==> src/rtl/muldiv_issue_pkg.sv <==
// ============================================================================
// Module : muldiv_issue_pkg
// Brief  : Shared types for the muldiv issue/retire controller.
//          Optional MULDIV_RESULT_CACHE_EN adds cache fields to the state reg.
// Rev    : 1.0  initial release
// ============================================================================
`default_nettype none

package muldiv_issue_pkg;

    localparam int XLEN    = 32;
    localparam int REGADDR = 5;

    // One-hot op vector, mul is the MSB; layout shared with the muldiv unit
    typedef struct packed {
        logic mul;
        logic mulh;
        logic mulhsu;
        logic mulhu;
        logic div;
        logic divu;
        logic rem;
        logic remu;
    } muldiv_op_type;

    typedef enum logic [1:0] {
        IDLE  = 2'd0,
        WAIT  = 2'd1,
        DRAIN = 2'd2
    } muldiv_issue_state_type;

    typedef struct packed {
        muldiv_issue_state_type state;
        logic [REGADDR-1:0]     waddr;
`ifdef MULDIV_RESULT_CACHE_EN
        muldiv_op_type          op;
        logic [XLEN-1:0]        rdata1;
        logic [XLEN-1:0]        rdata2;
`endif
        logic                   wb_valid;
        logic [REGADDR-1:0]     wb_waddr;
        logic [XLEN-1:0]        wb_data;
    } muldiv_issue_reg_type;

    typedef struct packed {
        logic            valid;
        muldiv_op_type   op;
        logic [XLEN-1:0] rdata1;
        logic [XLEN-1:0] rdata2;
        logic [XLEN-1:0] result;
    } muldiv_cache_entry_type;

    function automatic muldiv_issue_reg_type init_muldiv_issue_reg();
        muldiv_issue_reg_type r;
        r       = '0;
        r.state = IDLE;
        return r;
    endfunction

endpackage

`default_nettype wire

==> src/rtl/muldiv_issue_if.sv <==
// ============================================================================
// Module : muldiv_issue_if
// Brief  : Execute-side request, muldiv unit and writeback signal bundle.
// Rev    : 1.0  initial release
// ============================================================================
`default_nettype none

interface muldiv_issue_if;
    import muldiv_issue_pkg::*;

    logic                req_valid;
    muldiv_op_type       req_op;
    logic [XLEN-1:0]     req_rdata1;
    logic [XLEN-1:0]     req_rdata2;
    logic [REGADDR-1:0]  req_waddr;
    logic                flush;
    logic                stall;
    logic                md_enable;
    muldiv_op_type       md_op;
    logic [XLEN-1:0]     md_rdata1;
    logic [XLEN-1:0]     md_rdata2;
    logic                md_ready;
    logic [XLEN-1:0]     md_result;
    logic                wb_valid;
    logic [REGADDR-1:0]  wb_waddr;
    logic [XLEN-1:0]     wb_data;

    modport master (
        output req_valid, req_op, req_rdata1, req_rdata2, req_waddr, flush,
        output md_ready, md_result,
        input  stall, md_enable, md_op, md_rdata1, md_rdata2,
        input  wb_valid, wb_waddr, wb_data
    );

    modport slave (
        input  req_valid, req_op, req_rdata1, req_rdata2, req_waddr, flush,
        input  md_ready, md_result,
        output stall, md_enable, md_op, md_rdata1, md_rdata2,
        output wb_valid, wb_waddr, wb_data
    );

endinterface

`default_nettype wire

==> src/rtl/muldiv_result_cache.sv <==
// ============================================================================
// Module : muldiv_result_cache
// Brief  : One-entry result cache with exact-match lookup; cleared only by reset.
// Rev    : 1.0  initial release
// ============================================================================
`default_nettype none

module muldiv_result_cache
    import muldiv_issue_pkg::*;
(
    input  wire logic            clk,
    input  wire logic            rst,
    input  wire logic            wr_en,
    input  muldiv_op_type        wr_op,
    input  wire logic [XLEN-1:0] wr_rdata1,
    input  wire logic [XLEN-1:0] wr_rdata2,
    input  wire logic [XLEN-1:0] wr_result,
    input  muldiv_op_type        lu_op,
    input  wire logic [XLEN-1:0] lu_rdata1,
    input  wire logic [XLEN-1:0] lu_rdata2,
    output logic                 hit,
    output logic [XLEN-1:0]      hit_result
);

    muldiv_cache_entry_type entry_q, entry_d;

    always_comb begin
        entry_d = entry_q;
        if (wr_en) begin
            entry_d.valid  = 1'b1;
            entry_d.op     = wr_op;
            entry_d.rdata1 = wr_rdata1;
            entry_d.rdata2 = wr_rdata2;
            entry_d.result = wr_result;
        end
    end

    always_ff @(posedge clk) begin
        if (!rst) begin
            entry_q <= '0;
        end else begin
            entry_q <= entry_d;
        end
    end

    assign hit = entry_q.valid && (entry_q.op == lu_op) &&
                 (entry_q.rdata1 == lu_rdata1) && (entry_q.rdata2 == lu_rdata2);
    assign hit_result = entry_q.result;

endmodule

`default_nettype wire

==> src/rtl/muldiv_issue.sv <==
// ============================================================================
// Module : muldiv_issue
// Brief  : Issue/retire controller for the iterative muldiv unit; stalls
//          execute while an op is in flight and drains ops killed by flush.
//          Define MULDIV_RESULT_CACHE_EN to add a one-entry result cache.
// Rev    : 1.0  initial release
// ============================================================================
`default_nettype none

module muldiv_issue
    import muldiv_issue_pkg::*;
(
    input  wire logic     clk,
    input  wire logic     rst,
    muldiv_issue_if.slave bus
);

    muldiv_issue_reg_type reg_q, reg_d;
    logic                 stall;
    logic                 md_enable;
    logic                 cache_hit;
    logic [XLEN-1:0]      cache_result;

`ifdef MULDIV_RESULT_CACHE_EN
    logic cache_wr;

    // Flush-discarded results never reach the cache
    assign cache_wr = (reg_q.state == WAIT) && bus.md_ready && !bus.flush;

    muldiv_result_cache u_cache (
        .clk        (clk),
        .rst        (rst),
        .wr_en      (cache_wr),
        .wr_op      (reg_q.op),
        .wr_rdata1  (reg_q.rdata1),
        .wr_rdata2  (reg_q.rdata2),
        .wr_result  (bus.md_result),
        .lu_op      (bus.req_op),
        .lu_rdata1  (bus.req_rdata1),
        .lu_rdata2  (bus.req_rdata2),
        .hit        (cache_hit),
        .hit_result (cache_result)
    );
`else
    assign cache_hit    = 1'b0;
    assign cache_result = '0;
`endif

    always_comb begin
        reg_d          = reg_q;
        reg_d.wb_valid = 1'b0;
        stall          = 1'b0;
        md_enable      = 1'b0;
        unique case (reg_q.state)
            IDLE: begin
                if (bus.req_valid && !bus.flush) begin
                    if (cache_hit) begin
                        reg_d.wb_valid = 1'b1;
                        reg_d.wb_data  = cache_result;
                        reg_d.wb_waddr = bus.req_waddr;
                    end else begin
                        md_enable    = 1'b1;
                        stall        = 1'b1;
                        reg_d.waddr  = bus.req_waddr;
`ifdef MULDIV_RESULT_CACHE_EN
                        reg_d.op     = bus.req_op;
                        reg_d.rdata1 = bus.req_rdata1;
                        reg_d.rdata2 = bus.req_rdata2;
`endif
                        reg_d.state  = WAIT;
                    end
                end
            end
            WAIT: begin
                stall = 1'b1;
                if (bus.md_ready && !bus.flush) begin
                    stall          = 1'b0;
                    reg_d.wb_valid = 1'b1;
                    reg_d.wb_data  = bus.md_result;
                    reg_d.wb_waddr = reg_q.waddr;
                    reg_d.state    = IDLE;
                end else if (bus.flush) begin
                    reg_d.state = bus.md_ready ? IDLE : DRAIN;
                end
            end
            DRAIN: begin
                // The unit cannot abort; wait out its result and drop it
                stall = bus.req_valid;
                if (bus.md_ready) begin
                    reg_d.state = IDLE;
                end
            end
            default: begin
                reg_d.state = IDLE;
            end
        endcase
    end

    always_ff @(posedge clk) begin
        if (!rst) begin
            reg_q <= init_muldiv_issue_reg();
        end else begin
            reg_q <= reg_d;
        end
    end

    assign bus.stall     = stall;
    assign bus.md_enable = md_enable;
    assign bus.md_op     = bus.req_op;
    assign bus.md_rdata1 = bus.req_rdata1;
    assign bus.md_rdata2 = bus.req_rdata2;
    assign bus.wb_valid  = reg_q.wb_valid;
    assign bus.wb_waddr  = reg_q.wb_waddr;
    assign bus.wb_data   = reg_q.wb_data;

endmodule

`default_nettype wire

==> src/flat_wrapper.sv <==
// flat-port wrapper written by rule: the top's interface ports become plain ports
module muldiv_issue_flat import muldiv_issue_pkg::*;
  (clk, rst, bus_req_valid, bus_req_op, bus_req_rdata1, bus_req_rdata2, bus_req_waddr, bus_flush, bus_md_ready, bus_md_result, bus_stall, bus_md_enable, bus_md_op, bus_md_rdata1, bus_md_rdata2, bus_wb_valid, bus_wb_waddr, bus_wb_data);
  muldiv_issue_if bus_i ();
  input  wire logic clk;
  input  wire logic rst;
  input wire logic [$bits(bus_i.req_valid)-1:0] bus_req_valid;
  input wire logic [$bits(bus_i.req_op)-1:0] bus_req_op;
  input wire logic [$bits(bus_i.req_rdata1)-1:0] bus_req_rdata1;
  input wire logic [$bits(bus_i.req_rdata2)-1:0] bus_req_rdata2;
  input wire logic [$bits(bus_i.req_waddr)-1:0] bus_req_waddr;
  input wire logic [$bits(bus_i.flush)-1:0] bus_flush;
  input wire logic [$bits(bus_i.md_ready)-1:0] bus_md_ready;
  input wire logic [$bits(bus_i.md_result)-1:0] bus_md_result;
  output wire logic [$bits(bus_i.stall)-1:0] bus_stall;
  output wire logic [$bits(bus_i.md_enable)-1:0] bus_md_enable;
  output wire logic [$bits(bus_i.md_op)-1:0] bus_md_op;
  output wire logic [$bits(bus_i.md_rdata1)-1:0] bus_md_rdata1;
  output wire logic [$bits(bus_i.md_rdata2)-1:0] bus_md_rdata2;
  output wire logic [$bits(bus_i.wb_valid)-1:0] bus_wb_valid;
  output wire logic [$bits(bus_i.wb_waddr)-1:0] bus_wb_waddr;
  output wire logic [$bits(bus_i.wb_data)-1:0] bus_wb_data;
  assign bus_i.req_valid = bus_req_valid;
  assign bus_i.req_op = bus_req_op;
  assign bus_i.req_rdata1 = bus_req_rdata1;
  assign bus_i.req_rdata2 = bus_req_rdata2;
  assign bus_i.req_waddr = bus_req_waddr;
  assign bus_i.flush = bus_flush;
  assign bus_i.md_ready = bus_md_ready;
  assign bus_i.md_result = bus_md_result;
  assign bus_stall = bus_i.stall;
  assign bus_md_enable = bus_i.md_enable;
  assign bus_md_op = bus_i.md_op;
  assign bus_md_rdata1 = bus_i.md_rdata1;
  assign bus_md_rdata2 = bus_i.md_rdata2;
  assign bus_wb_valid = bus_i.wb_valid;
  assign bus_wb_waddr = bus_i.wb_waddr;
  assign bus_wb_data = bus_i.wb_data;
  muldiv_issue u_core (.clk(clk), .rst(rst), .bus(bus_i));
endmodule
==> config.mk <==
export PLATFORM = sky130hd
export DESIGN_NAME = muldiv_issue_flat
export DESIGN_NICKNAME = d
export VERILOG_FILES = /design/src/rtl/muldiv_issue_pkg.sv /design/src/rtl/muldiv_issue_if.sv /design/src/rtl/muldiv_result_cache.sv /design/src/rtl/muldiv_issue.sv /design/src/flat_wrapper.sv
export SDC_FILE = /design/constraint.sdc
export NUM_CORES = 1
export LEC_CHECK = 0
export CAP_MARGIN = 20
export CORE_ASPECT_RATIO = 0.75
export CORE_MARGIN = 1.5
export CORE_UTILIZATION = 28
export DETAILED_ROUTE_END_ITERATION = 10
export GPL_ROUTABILITY_DRIVEN = 0
export MAX_ROUTING_LAYER = met4
export PLACE_DENSITY = 0.79
export SYNTH_ARGS = -nofsm -noshare
export SYNTH_HDL_FRONTEND = slang
export SYNTH_SLANG_ARGS = --single-unit
==> constraint.sdc <==
create_clock -name clk -period 1.1 [get_ports clk]
set_input_delay 0.275 -clock clk [delete_from_list [all_inputs] [get_ports clk]]
set_output_delay 0.275 -clock clk [all_outputs]
set_load 0.05 [all_outputs]
# After elaboration in Yosys (flattened, before gate mapping)
# Index checks and enable logic that the tools add are counted.
[classes] add_sub_neg=0 n_mul=0 div_mod_pow=0 magnitude_cmp=0 eq_ne=5 n_shift=0 muxes=12 bitwise=1 n_reduce_logical=7
[ops] cell="38-bit case mux with 2 select lines" count=1
[ops] cell="45-bit 2-to-1 mux" count=1
[ops] cell="38-bit 2-to-1 mux" count=1
[ops] cell="2-bit 2-to-1 mux" count=4
[ops] cell="2-bit case mux with 3 select lines" count=1
[ops] cell="3-bit AND reduction" count=2
[ops] cell="1-bit 2-to-1 mux" count=3
[ops] cell="3-bit by 2-bit inequality test with 1-bit output (second input constant)" count=1
[ops] cell="1-bit case mux with 3 select lines" count=1
[ops] cell="2-bit by 1-bit equality test with 1-bit output (second input constant)" count=1
[ops] cell="2-bit equality test (second input constant)" count=1
[ops] cell="1-bit logical AND" count=2
[ops] cell="2-bit zero test" count=1
[ops] cell="2-bit by 1-bit inequality test with 1-bit output (second input constant)" count=1
[ops] cell="2-bit inequality test (second input constant)" count=1
[ops] cell="2-bit AND reduction" count=1
[ops] cell="1-bit zero test" count=1
[ops] cell="1-bit NOT" count=1
[word_totals] ff_bits=45 latchBits=0 mem_bits_rw=0 rom_bits=0 input_bits=114 output_inout_bits=112 mem_count=0

# Longest topological paths before layout
[logic_depth] depth_word=4 ltp_mapped=6 depth_no_buf=3

# Worst setup path after synthesis
# No wires, ideal clock.
[synth_timing] path_type="register to output" start="register u_core.reg_q[44] in the netlist's numbering" end="output port bus_stall" t_arrival_ns=1.580 setup_slack_ns=-0.755 stages_incl_launch_ff=3 path_buffers=0 cell_sequence="dfxtp_1 o21ai_0 o21ai_0"
[synth_via] elab_chain_cells=2
[synth_rtl] item="from (decl)" line="muldiv_issue.sv:18" source="muldiv_issue_reg_type reg_q, reg_d;"
[synth_rtl] item="from (signal assigned)" line="muldiv_issue.sv:101" source="reg_q <= init_muldiv_issue_reg();"
[synth_rtl] item="from (signal assigned)" line="muldiv_issue.sv:103" source="reg_q <= reg_d;"
[synth_rtl] item="2-bit equality test (tied with other cells)" line="muldiv_issue.sv:54" source="unique case (reg_q.state)"
[synth_rtl] item="1-bit case mux with 3 select lines *" line="muldiv_issue.sv:54"
[synth_rtl] item="to (decl)" line="flat_wrapper.sv:15" source="output wire logic [$bits(bus_i.stall)-1:0] bus_stall;"
# Mark *: on every way between the ends. The rest lies on a longest branch, timed or not.

# Final worst setup path
[layout_timing] start="register u_core.reg_q[43] in the netlist's numbering" end="output port bus_md_enable"
[layout_via] elab_chain_cells=2
[layout_rtl] item="2-bit zero test" line="muldiv_issue.sv:54"
[layout_rtl] item="1-bit 2-to-1 mux" line="muldiv_issue.sv:54"
[layout_rtl] item="to (decl)" line="flat_wrapper.sv:16" source="output wire logic [$bits(bus_i.md_enable)-1:0] bus_md_enable;"
# No other way between the ends.

==> metrics.txt <==
# TYPE chip_impl_metric gauge
chip_impl_info{name="run_status",value="finished, violations left"} 1
chip_impl_info{name="violations",value="DRC, setup timing"} 1
chip_impl_metric{name="final-setup-viol-count",unit=""} 45
chip_impl_metric{name="chipWidth",unit="µm"} 112
chip_impl_info{name="worstSetupStartpoint",value="u_core.reg_q[43]$_SDFFE_PN0P_"} 1
chip_impl_metric{name="reported_leakage_power",unit="µW"} 0.00153
chip_impl_info{name="classification_of_the_worst_slack_hold_path",value="in2reg"} 1
chip_impl_metric{name="synth_seq_area_share",unit=""} 0.360
chip_impl_metric{name="dp_hpwl",unit="mm"} 3.89
chip_impl_info{name="synth.top_cells.by_area",value="dfxtp_1 36%, buf_4 33%, nand3_1 15%"} 1
chip_impl_metric{name="final.setup_skew",unit="ns"} 0.00299
chip_impl_info{name="r2r-start",value="u_core.reg_q[43]$_SDFFE_PN0P_"} 1
chip_impl_metric{name="drt.antenna.violating_nets",unit=""} 0
chip_impl_metric{name="synth_area",unit="µm²"} 2500
chip_impl_metric{name="clkLatencyLatePin",unit="ns"} 0.29
chip_impl_info{name="timing.hold.worst.start",value="rst"} 1
chip_impl_metric{name="buffer_ports.inserted",unit=""} 81
chip_impl_metric{name="worst-r2r-cell-count",unit=""} 7
chip_impl_metric{name="die_footprint",unit="µm²"} 9510
chip_impl_metric{name="mappedNetlistNets",unit=""} 424
chip_impl_info{name="cell_types_with_the_highest_counts_after_synthesis",value="110 x buf_4, 74 x nand3_1, 45 x dfxtp_1"} 1
chip_impl_metric{name="final_cell_count_no_fill",unit=""} 408
chip_impl_metric{name="setup_slack",unit="ns"} -0.410
chip_impl_metric{name="drtIter0Drc",unit=""} 126
chip_impl_metric{name="clock_sink_count",unit=""} 45
chip_impl_metric{name="yosys_warnings",unit=""} 0
chip_impl_metric{name="routed_via_count",unit=""} 1857
chip_impl_metric{name="detail_route.wl_per_cell",unit="µm"} 14.2
chip_impl_metric{name="synth_cells",unit=""} 310
chip_impl_metric{name="first_global_vias",unit=""} 1864
chip_impl_metric{name="synth-edff-count",unit=""} 0
chip_impl_metric{name="grt_antenna_before_repair",unit=""} 0
chip_impl_info{name="synthMostInstantiatedCell",value="buf_4"} 1
chip_impl_metric{name="placement.setup.worst_slack",unit="ns"} -0.698
chip_impl_metric{name="drt_first_pass_iters",unit=""} 8
chip_impl_metric{name="pin_count",unit=""} 226
chip_impl_metric{name="place.detailed.instances",unit=""} 385
chip_impl_metric{name="floorplan.initialDensity",unit=""} 0.292
chip_impl_metric{name="die_h",unit="µm"} 84.8
chip_impl_metric{name="antenna_diodes",unit=""} 0
chip_impl_metric{name="layout.nets",unit=""} 413
chip_impl_info{name="clock-root-buffer",value="clkbuf_16"} 1
chip_impl_metric{name="timing.reg2reg.setup_slack",unit="ns"} -0.25
chip_impl_metric{name="critPathRequiredTime",unit="ns"} 0.82
chip_impl_metric{name="synth_area_per_cell",unit="µm²"} 8.06
chip_impl_info{name="timing.critical_path.from_type",value="register"} 1
chip_impl_metric{name="drt_wl_total",unit="mm"} 5.81
chip_impl_info{name="crit-reg2reg-capture",value="u_core.bus.wb_data[31]$_SDFFE_PN0P_"} 1
chip_impl_metric{name="proportion_of_netlist_area_held_by_the_largest_area_contributor",unit=""} 0.360
chip_impl_metric{name="route.detailed.vias_per_inst",unit=""} 4.55
chip_impl_metric{name="overflow",unit=""} 0
chip_impl_metric{name="asyncSetResetFlopFracSynth",unit=""} 0
chip_impl_metric{name="timing.final.max_slew_violations",unit=""} 0
chip_impl_metric{name="drv_cap",unit=""} 0
chip_impl_metric{name="period_share",unit=""} 1.37
chip_impl_metric{name="max-slew-margin-rel",unit=""} 0.792
chip_impl_metric{name="yosys_register_bits",unit=""} 45
chip_impl_metric{name="worst-slew-pin-transition",unit="ns"} 0.312
chip_impl_metric{name="num_rows",unit=""} 29
chip_impl_info{name="ys_dominant_reg_cell",value="dfxtp_1"} 1
chip_impl_metric{name="numCtsBuffers",unit=""} 5
chip_impl_metric{name="cts.reportedPaths.clkPinSlew",unit="ns"} 0.06
chip_impl_metric{name="number_of_filler_cells_placed_in_the_layout",unit=""} 827
chip_impl_metric{name="syn2layout_area_growth",unit="%"} 45.6
chip_impl_metric{name="worst-path-max-fanout",unit=""} 4
chip_impl_metric{name="proportion_of_layout_cells_with_a_drive_suffix_above_1",unit=""} 0.423
chip_impl_metric{name="h_tree_depth",unit=""} 2
chip_impl_metric{name="cp.arrival",unit="ns"} 1.23
chip_impl_metric{name="placed_instance_area",unit="µm²"} 3090
chip_impl_info{name="biggest_area_consumer_among_synthesized_cells",value="dfxtp_1"} 1
chip_impl_metric{name="post-route-drc-count",unit=""} 18
chip_impl_info{name="rsz0062_at_grt",value="true"} 1
chip_impl_metric{name="grt.total_usage",unit=""} 0.130
chip_impl_metric{name="core-area",unit="µm²"} 8560
chip_impl_metric{name="grt_pass1_wl",unit="mm"} 9.33
chip_impl_metric{name="hold_violations",unit=""} 0
chip_impl_metric{name="cts_max_path_buffers",unit=""} 2
chip_impl_metric{name="holdBufCountCts",unit=""} 0
chip_impl_metric{name="vdd_drop_max",unit="mV"} 0.662
chip_impl_info{name="critPathCaptureType",value="output pin"} 1
chip_impl_metric{name="grt_max_degree",unit=""} 41
chip_impl_metric{name="power_density",unit="nW/µm²"} 1030
chip_impl_metric{name="period_needed",unit="ns"} 1.51
chip_impl_info{name="tritoncts_clock_tree",value="done"} 1
chip_impl_metric{name="synthDistinctLibCells",unit=""} 19
chip_impl_info{name="critical_path_class",value="reg2out"} 1
chip_impl_info{name="termination_of_the_worst_setup_path",value="bus_md_enable"} 1
chip_impl_metric{name="clock.fmax",unit="MHz"} 662
chip_impl_metric{name="final_design_area_excluding_fillers",unit="µm²"} 3640
[per-stage QoR]
step	setup TNS (ns)	util	power, µW	hold slack, ns
floorplan	-0.769	-	2630	0.354
global placement	-27.36	0.361	2200	0.446
detailed placement	-29.86	0.361	2210	0.454
CTS	-8.11	0.421	3800	0.426
global route	-10.98	0.425	3930	0.437
finish	-8.26	0.425	3750	0.428
[flip-flops by register name, summed over array words and instances, names as in the netlist]
signal	count
u_core.bus.wb_waddr	5
u_core.bus.wb_valid	1
u_core.reg_q	7
u_core.bus.wb_data	32
[layer usage]
metal | up-vias | routed length [µm] | track usage
met3 | 18 | 503 | 0.0500
met5 | - | 0 | -
met1 | 847 | 2490 | 0.150
met2 | 97 | 2720 | 0.205
li1 | 895 | - | -
met4 | 0 | 99 | 0.0529
[power by group]
| part | internal (µW) | total [µW] | switching [µW] |
|---|---|---|---|
| clock | 903 | 1520 | 615 |
| combinational | 315 | 547 | 232 |
| sequential | 1660 | 1680 | 24.2 |
[cell usage in the layout (no fill, tap or decap), types with 2 or more instances in the layout]
cell type / count
buf_12: 46
buf_16: 6
buf_4: 13
buf_6: 2
buf_8: 3
clkbuf_16: 5
clkdlybuf4s50_1: 37
dfxtp_1: 6
dfxtp_2: 37
dfxtp_4: 2
dlygate4sd2_1: 2
inv_1: 3
nand2_1: 37
nand3_1: 73
o21ai_1: 8
o21ai_2: 2
o21ai_4: 2
[worst max-delay path, stage by stage, from the launching register on]
cell     delay [ns]
dfxtp_4        0.36
nor4b_4        0.28
buf_4          0.18
buf_12         0.13
[cell families after synthesis]
kind of cell           synth area share
multiplexers                    0.00400
buffers and inverters             0.377
AO/OA/AOI/OAI                    0.0290
flip-flops                        0.360
AND/OR/NAND/NOR                   0.230
[cell type report]
type	count	area [µm²]	area share
clock inverter	2	13.8	0.00378
inverter	3	11.3	0.00309
sequential	45	955	0.262
multi-input combinational	133	732	0.201
tap	108	135	0.0371
timing repair buffer	111	1660	0.455
clock buffer	6	139	0.0381
[repair_timing]
item / 4_1_cts / 5_1_grt
gates resized for setup: 59 / 17
endpoints found under the setup margin: 70 / 59
setup buffers: 8 / 0
pin swaps: 3 / 3
gates cloned: 7 / 0
[worst min path at each step]
| stage | end | cells past startpoint |
|---|---|---|
| finish | u_core.bus.wb_data[2]$_SDFFE_PN0P_ | 4 |
| global route | u_core.bus.wb_data[11]$_SDFFE_PN0P_ | 4 |
| CTS | u_core.bus.wb_data[2]$_SDFFE_PN0P_ | 4 |
| detailed placement | u_core.bus.wb_waddr[3]$_SDFFE_PN0P_ | 2 |
| global placement | u_core.bus.wb_waddr[1]$_SDFFE_PN0P_ | 2 |
| floorplan | u_core.reg_q[43]$_SDFFE_PN0P_ | 1 |
Note: power is estimated with default switching activity, not from simulation.
